`src/rtl/subtrator_completo_nbits_pkg.sv`:
```
// Shared constants and the 1-bit full-subtractor equation used by the
// ripple-borrow subtractor.
package subtrator_completo_nbits_pkg;

  localparam int SUB_DEFAULT_WIDTH = 8;

  // Returns {borrow_out, diff} for one bit position.
  function automatic logic [1:0] fs_bit(input logic a, input logic b, input logic bin);
    logic d, bout;
    d    = a ^ b ^ bin;
    bout = (~a & b) | (~(a ^ b) & bin);
    return {bout, d};
  endfunction

endpackage

```
`src/rtl/subtrator_completo_cell.sv`:
```
// 1-bit combinational full subtractor: d = a - b - bin, with borrow out.
module subtrator_completo_cell
  import subtrator_completo_nbits_pkg::*;
(
  input  logic a_i,
  input  logic b_i,
  input  logic bin_i,
  output logic d_o,
  output logic bout_o
);

  logic [1:0] res;

  assign res    = fs_bit(a_i, b_i, bin_i);
  assign d_o    = res[0];
  assign bout_o = res[1];

endmodule

```
`src/rtl/subtrator_completo_nbits.sv`:
```
// Registered WIDTH-bit ripple-borrow subtractor with overflow/zero flags and
// a sticky self-check against a behavioural subtraction.
module subtrator_completo_nbits
  import subtrator_completo_nbits_pkg::*;
#(
  parameter int WIDTH = SUB_DEFAULT_WIDTH
) (
  input  logic             clk,
  input  logic             rst,
  input  logic             in_valid,
  input  logic [WIDTH-1:0] A,
  input  logic [WIDTH-1:0] B,
  input  logic             BorrowIn,
  output logic             out_valid,
  output logic [WIDTH-1:0] D,
  output logic             BorrowOut,
  output logic             Overflow,
  output logic             Zero,
  output logic             Mismatch
);

  logic [WIDTH:0]   bchain;
  logic [WIDTH-1:0] dchain;
  logic [WIDTH:0]   ref_full;

  assign bchain[0] = BorrowIn;

  genvar gi;
  generate
    for (gi = 0; gi < WIDTH; gi++) begin : g_cell
      subtrator_completo_cell u_cell (
        .a_i    (A[gi]),
        .b_i    (B[gi]),
        .bin_i  (bchain[gi]),
        .d_o    (dchain[gi]),
        .bout_o (bchain[gi+1])
      );
    end
  endgenerate

  // Independent reference; any disagreement with the cell chain latches Mismatch.
  assign ref_full = {1'b0, A} - {1'b0, B} - {{WIDTH{1'b0}}, BorrowIn};

  logic             vld_q,  vld_d;
  logic [WIDTH-1:0] d_q,    d_d;
  logic             bout_q, bout_d;
  logic             ovf_q,  ovf_d;
  logic             zero_q, zero_d;
  logic             mism_q, mism_d;

  always_comb begin
    vld_d  = in_valid;
    d_d    = d_q;
    bout_d = bout_q;
    ovf_d  = ovf_q;
    zero_d = zero_q;
    mism_d = mism_q;
    if (in_valid) begin
      d_d    = dchain;
      bout_d = bchain[WIDTH];
      ovf_d  = (A[WIDTH-1] ^ B[WIDTH-1]) & (dchain[WIDTH-1] ^ A[WIDTH-1]);
      zero_d = ~|dchain;
      if ({bchain[WIDTH], dchain} != ref_full) mism_d = 1'b1;
    end
  end

  always_ff @(posedge clk or posedge rst) begin
    if (rst) begin
      vld_q  <= 1'b0;
      d_q    <= '0;
      bout_q <= 1'b0;
      ovf_q  <= 1'b0;
      zero_q <= 1'b0;
      mism_q <= 1'b0;
    end else begin
      vld_q  <= vld_d;
      d_q    <= d_d;
      bout_q <= bout_d;
      ovf_q  <= ovf_d;
      zero_q <= zero_d;
      mism_q <= mism_d;
    end
  end

  assign out_valid = vld_q;
  assign D         = d_q;
  assign BorrowOut = bout_q;
  assign Overflow  = ovf_q;
  assign Zero      = zero_q;
  assign Mismatch  = mism_q;

endmodule

```
`config.mk`:
```
export PLATFORM = sky130hd
export DESIGN_NAME = subtrator_completo_nbits
export DESIGN_NICKNAME = d
export VERILOG_FILES = /design/src/rtl/subtrator_completo_nbits_pkg.sv /design/src/rtl/subtrator_completo_cell.sv /design/src/rtl/subtrator_completo_nbits.sv
export SDC_FILE = /design/constraint.sdc
export NUM_CORES = 1
export LEC_CHECK = 0
export BUFFER_PORTS_ARGS = -buffer_cell sky130_fd_sc_hd__buf_4
export CAP_MARGIN = 40
export CORE_ASPECT_RATIO = 0.7
export CORE_MARGIN = 10
export CORE_UTILIZATION = 45
export DETAILED_ROUTE_END_ITERATION = 16
export PLACE_DENSITY = 0.76
export SETUP_SLACK_MARGIN = 0.4
export SYNTH_ARGS = -nofsm -noshare
export SYNTH_HDL_FRONTEND = slang
export SYNTH_SLANG_ARGS = --single-unit
```
`constraint.sdc`:
```
create_clock -name clk -period 2.2 [get_ports clk]
set_input_delay 0.33 -clock clk [delete_from_list [all_inputs] [get_ports clk]]
set_output_delay 0.33 -clock clk [all_outputs]
set_load 0.03 [all_outputs]
```
After elaboration in Yosys (flattened, before gate mapping):

Cells that the tools add are included.

* order comparisons: 0
* $add $sub $neg: 2
* reduce and logical (&&, ||, !) cells: 3
* divide/modulo/power cells: 0
* bitwise logic cells: 58
* multiplexer cells: 0
* equal/unequal tests: 1
* shift-type cells: 0
* $mul: 0

Operators by type and width (number)
* 1-bit bitwise AND: 17
* 1-bit bitwise XOR: 17
* 1-bit NOT: 16
* 9-bit inequality test: 1
* 8-bit by 8-bit subtractor with 9-bit output: 1
* 9-bit by 1-bit subtractor with 9-bit output: 1
* 1-bit bitwise OR: 8
* 8-bit OR reduction: 1
* 2-bit AND reduction: 1
* 1-bit zero test: 1

* bits in latches: 0
* output and inout bits: 13
* input port bits: 20
* flip-flop bits (word level): 13
* memories: 0
* memory bits (writable): 0
* ROM bits: 0
* logic and storage cells: 70

Longest topological paths before layout:

* word-level depth: 20
* depth in mapped cells: 15
* mapped depth without buffers: 15

By module:

A second synthesis with hierarchy kept.

* cells, all modules: 138
* area total of the unflattened synthesis: 1316.3 sq um

By module, submodules not included
* subtrator_completo_nbits: area each 1066.0 sq um, cells an instance 106, times used 1, sequential area each 325.3 sq um
* subtrator_completo_cell: area each 31.3 sq um, cells an instance 4, times used 8, sequential area each 0.0 sq um

Worst setup path after synthesis:

OpenSTA, ideal clock, no wires.

* kind: input to register
* start point: input port A[0]
* end point: register mism_q (netlist: Mismatch)
* setup time: 0.131 ns
* cell stages on the path: 15
* buffers on the path: 0
* required time: 2.069 ns
* arrival time: 4.314 ns
* setup slack: -2.245 ns
* path through: inv_1 -> fa_1 -> inv_1 -> fa_1 -> fa_1 -> fa_1 -> fa_1 -> fa_1 -> fa_1 -> fa_1 -> xor2_1 -> a2111oi_0 -> mux2i_1 -> a22oi_1 -> a31oi_1

* elaborated cells between the ends (all ways): 32
* classes of those cells: add/sub (2); eq/ne (1); bitwise (28); reduce/logical (1)

RTL lines
* start, declared: RTL line subtrator_completo_nbits.sv:11 `input logic [WIDTH-1:0] A,`
* 1-bit bitwise XOR: RTL line subtrator_completo_nbits_pkg.sv:11 `bout = (~a & b) | (~(a ^ b) & bin);`
* 1-bit NOT: RTL line subtrator_completo_nbits_pkg.sv:11
* 1-bit bitwise AND: RTL line subtrator_completo_nbits_pkg.sv:11
* 1-bit bitwise OR (*): RTL line subtrator_completo_nbits_pkg.sv:11
* 1-bit bitwise AND (*): RTL line subtrator_completo_nbits_pkg.sv:11
* 1-bit bitwise OR (*): RTL line subtrator_completo_nbits_pkg.sv:11
* 1-bit bitwise AND (*): RTL line subtrator_completo_nbits_pkg.sv:11
* 1-bit bitwise OR (*): RTL line subtrator_completo_nbits_pkg.sv:11
* [... 4 more ...]
* 1-bit bitwise AND (*): RTL line subtrator_completo_nbits_pkg.sv:11
* 1-bit bitwise OR (*): RTL line subtrator_completo_nbits_pkg.sv:11
* 1-bit bitwise AND (*): RTL line subtrator_completo_nbits_pkg.sv:11
* 1-bit bitwise OR (*): RTL line subtrator_completo_nbits_pkg.sv:11
* 1-bit bitwise XOR (*): RTL line subtrator_completo_nbits_pkg.sv:10 `d = a ^ b ^ bin;`
* named net g_cell[7].u_cell.d_o: RTL line subtrator_completo_cell.sv:8 `output logic d_o,`
* 9-bit inequality test (*): RTL line subtrator_completo_nbits.sv:63 `if ({bchain[WIDTH], dchain} != ref_full) mism_d = 1'b1;`
* 2-bit AND reduction (no line) (*)
* end signal, assigned: RTL line subtrator_completo_nbits.sv:81 `mism_q <= mism_d;`
* end, declared: RTL line subtrator_completo_nbits.sv:49 `logic mism_q, mism_d;`

The timed path passes the listed nets; every way through them passes the cells marked *.
A chain may end at the register's enable or synchronous reset.

Worst setup path in the final report:

Ends and elaborated chain as after synthesis.

==> results by group <==
GRT
  – Vias in the first global route: 1371
  – Global-route wire length before repair: 6.47 mm
  – Largest net degree at the start of global routing: 17
  – Met3 GRT Util: 3.33%
  – Total track usage: 14.0%
  – GR Util met1: 14.8%
  – GRT met2 Usage: 27.7%
  – Gr busiest metal: met2
  – Overflow after GRT: 0
  – Initial antenna violation count: 0

Drt
  – Post-route antenna net violation count: 0
  – Drt total wl: 4.03 mm
  – Vias per cell: 5.21
  – Drt first pass iters: 4
  – Avg WL per Cell: 16.9 um
  – DRC: 0
  – DRT iter0 DRCs: 58
  – Vias: 1239

Power and ir drop
  – Pleak: 1.05 nW
  – Peak supply drop: 0.000359 V
  – Pwr per Cell Area: 656 nW/um2

Worst setup path
  – CP bufs+invs: 3
  – CP peak stage delay: 0.60 ns
  – Crit path launch type: input pin
  – Critical Path RT: 2.32 ns
  – Reg2Reg Setup Slack: 0.87 ns
  – Type of destination of the critical path: flip-flop
  – Cell family with most CP delay: adder cells
  – Cells along the critical path: buf_8, inv_12, fa_2, inv_2, fa_2, fa_2, fa_2, fa_2, fa_2, fa_2, fa_2, xor2_4, and2_4, a221oi_2, a22oi_1, a31oi_1
  – Crit Reg-Reg Endpoint: Mismatch
  – Largest fanout on the critical path: 4
  – R2r worst-path depth: 4
  – Arrival time at the worst endpoint: 4.14 ns
  – CP dominant cell by count: fa_2
  – Slowest CP cell: fa_2
  – R2R Path Start: Mismatch
  – Crit Path Category: in2reg

Placed design
  – Worst slack, placed: -2.39 ns
  – Gp weighted congestion: 0.811
  – Hpwl dp: 2.89 mm
  – Number of port buffers: 32

Floorplan
  – DIE HEIGHT: 65.4 um
  – Placeable Area: 2800 um2
  – Starting Density: 47.4%
  – Die Span X: 84.9 um
  – Area of the die: 5560 um2
  – Boundary pin count: 33
  – Row count: 16

STA
  – Slew Viols, Final: 0
  – Final Hold Viols: 0
  – Setup Viol. Count Final: 8
  – Fin crit share: 183%
  – Crit path time final: 4.02 ns
  – Unrepaired setup endpoints after global routing: true
  – Relative max-transition margin: 68.0%
  – Final Worst Setup Slack: -1.82 ns
  – Worst-Margin Slew: 0.479 ns
  – Max Fclk: 0.249 GHz
  – Clk_skew: 0 ns

Synth
  – Syn_nets: 182
  – Mapped Area: 1330 um2
  – Post-Syn Instances: 134
  – Top post-synthesis cells by area: dfrtp_1, ha_1, fa_1
  – Unique cell type count in the Yosys netlist: 35
  – FF+latch count, synth: 13
  – Area leader, netlist: dfrtp_1
  – Seq/Total Area, Yosys: 24.5%
  – Total number of yosys warnings: 0
  – Synthesized area per cell: 9.91 um2
  – Synth top area share: 24.5%

Worst hold path
  – HP Class: in2async

Status
  – Run status: finished with violations
  – Violated checks: setup timing

Final layout
  – Final core occ: 74.4%
  – Nets: 251
  – # diodes: 0
  – Area delta synth->final: 57.1%
  – Layout cells sized above 1: 48.0%
  – FILL cells: 205

Clocking
  – Clock transition at path regs: 0.06 ns
  – Clk_lat worst skew: 0.24 ns
  – CTS buffer count: 3
  – CTS sink cnt: 13
  – Clock root buffer: clkbuf_8
  – CTS tree: built
  – CTS Hold Bufs: 0
  – Maximum root-to-sink buffer count: 2
  – H-tree levels: 1

Run
  – Maxcap violations: 0
[registers in the layout, indices dropped and copies added (netlist names)]
register and count:
D 8, Zero 1, Overflow 1, BorrowOut 1, out_valid 1, Mismatch 1
[routing by layer]
| layer | vias to the layer above | share of wire (%) |
|---|---|---|
| li1 | 577 | - |
| met1 | 607 | 40 |
| met2 | 51 | 55 |
| met3 | 4 | 4.7 |
| met4 | 0 | 0.92 |
| met5 | - | 0 |
[layout make-up]
cell class	instances	area, um2	area share [%]
inverter	28	118	5.64
tap	36	45.0	2.16
sequential	13	325	15.6
timing repair buffer	66	544	26.1
clock buffer	4	45.0	2.16
multi-input combinational	91	1010	48.4
[cells in the final DEF, fill, tap and decap left out, types with 5 or more instances in the layout]
cell type   n
mux2_4      7
fa_2        8
buf_6      11
xor2_1      6
dfrtp_1    13
xnor2_1     6
nor2_1      5
buf_4      54
inv_1      26
ha_1       19
[logic make-up after synthesis]
kind of cell             after synthesis  synth area share (%)
flip-flops                            13                  24.5
AND/OR/NAND/NOR                       18                  7.16
multiplexers                           9                  7.54
XOR/XNOR                              14                  9.24
adder cells (fa/ha/maj)               28                  31.5
AO/OA/AOI/OAI                         22                  11.6
buffers and inverters                 30                  8.48
[repair_timing]
action / CTS / global route
pin swaps: 5 / 1
hold endpoints to repair: 0 / 0
setup endpoints to repair: 10 / 10
gates resized for setup: 20 / 5
buffers inserted: 1 / 7
[power breakdown]
part,internal (mW),switching (mW)
Clock,0.128,0.0904
Combinational,0.422,0.422
Sequential,0.281,0.0254
[worst max path at each step]
stage / from / to / slack (ns) / cells past startpoint
finish: A[0] / Mismatch / -1.82 / 16
global route: A[0] / Mismatch / -1.96 / 16
CTS: A[0] / Mismatch / -1.84 / 16
detailed placement: A[0] / Mismatch / -2.39 / 16
global placement: A[0] / Mismatch / -2.16 / 16
floorplan: A[0] / Mismatch / -1.95 / 15
[through the flow]
step / hold slack (ns) / instance area (um2) / TNS (ns) / cells / total power, mW
after floorplan: 0.207 / 1390 / -9.08 / 134 / 0.739
after global placement: 0.372 / 1860 / -11.59 / 226 / 0.974
after detailed placement: 0.386 / 1860 / -12.20 / 226 / 1.01
after CTS: 0.121 / 2010 / -9.03 / 231 / 1.32
after global routing: 0.147 / 2090 / -10.54 / 238 / 1.45
final: 0.101 / 2090 / -9.90 / 238 / 1.37
[synth_stat cells, drive strengths merged]
master and number:
nor4 3, o211ai 1, nand3 2, a2111oi 1, o21ai 4, a221oi 1, nor2b 1, nor3 1
dfrtp 13, a21o 3, and3 1, and2 1, xor2 7, nor2 5, a31oi 2, nand2 1
clkbuf 2, a21oi 3, a22oi 1, mux2 8, or3 1, ha 19, a211oi 1, mux2i 1
a211o 1, inv 28, fa 9, xnor2 7, a221o 1, a311oi 1, a21boi 1, o21a 1
or2 1, nand2b 1
Note: power is estimated with default switching activity, not from simulation.
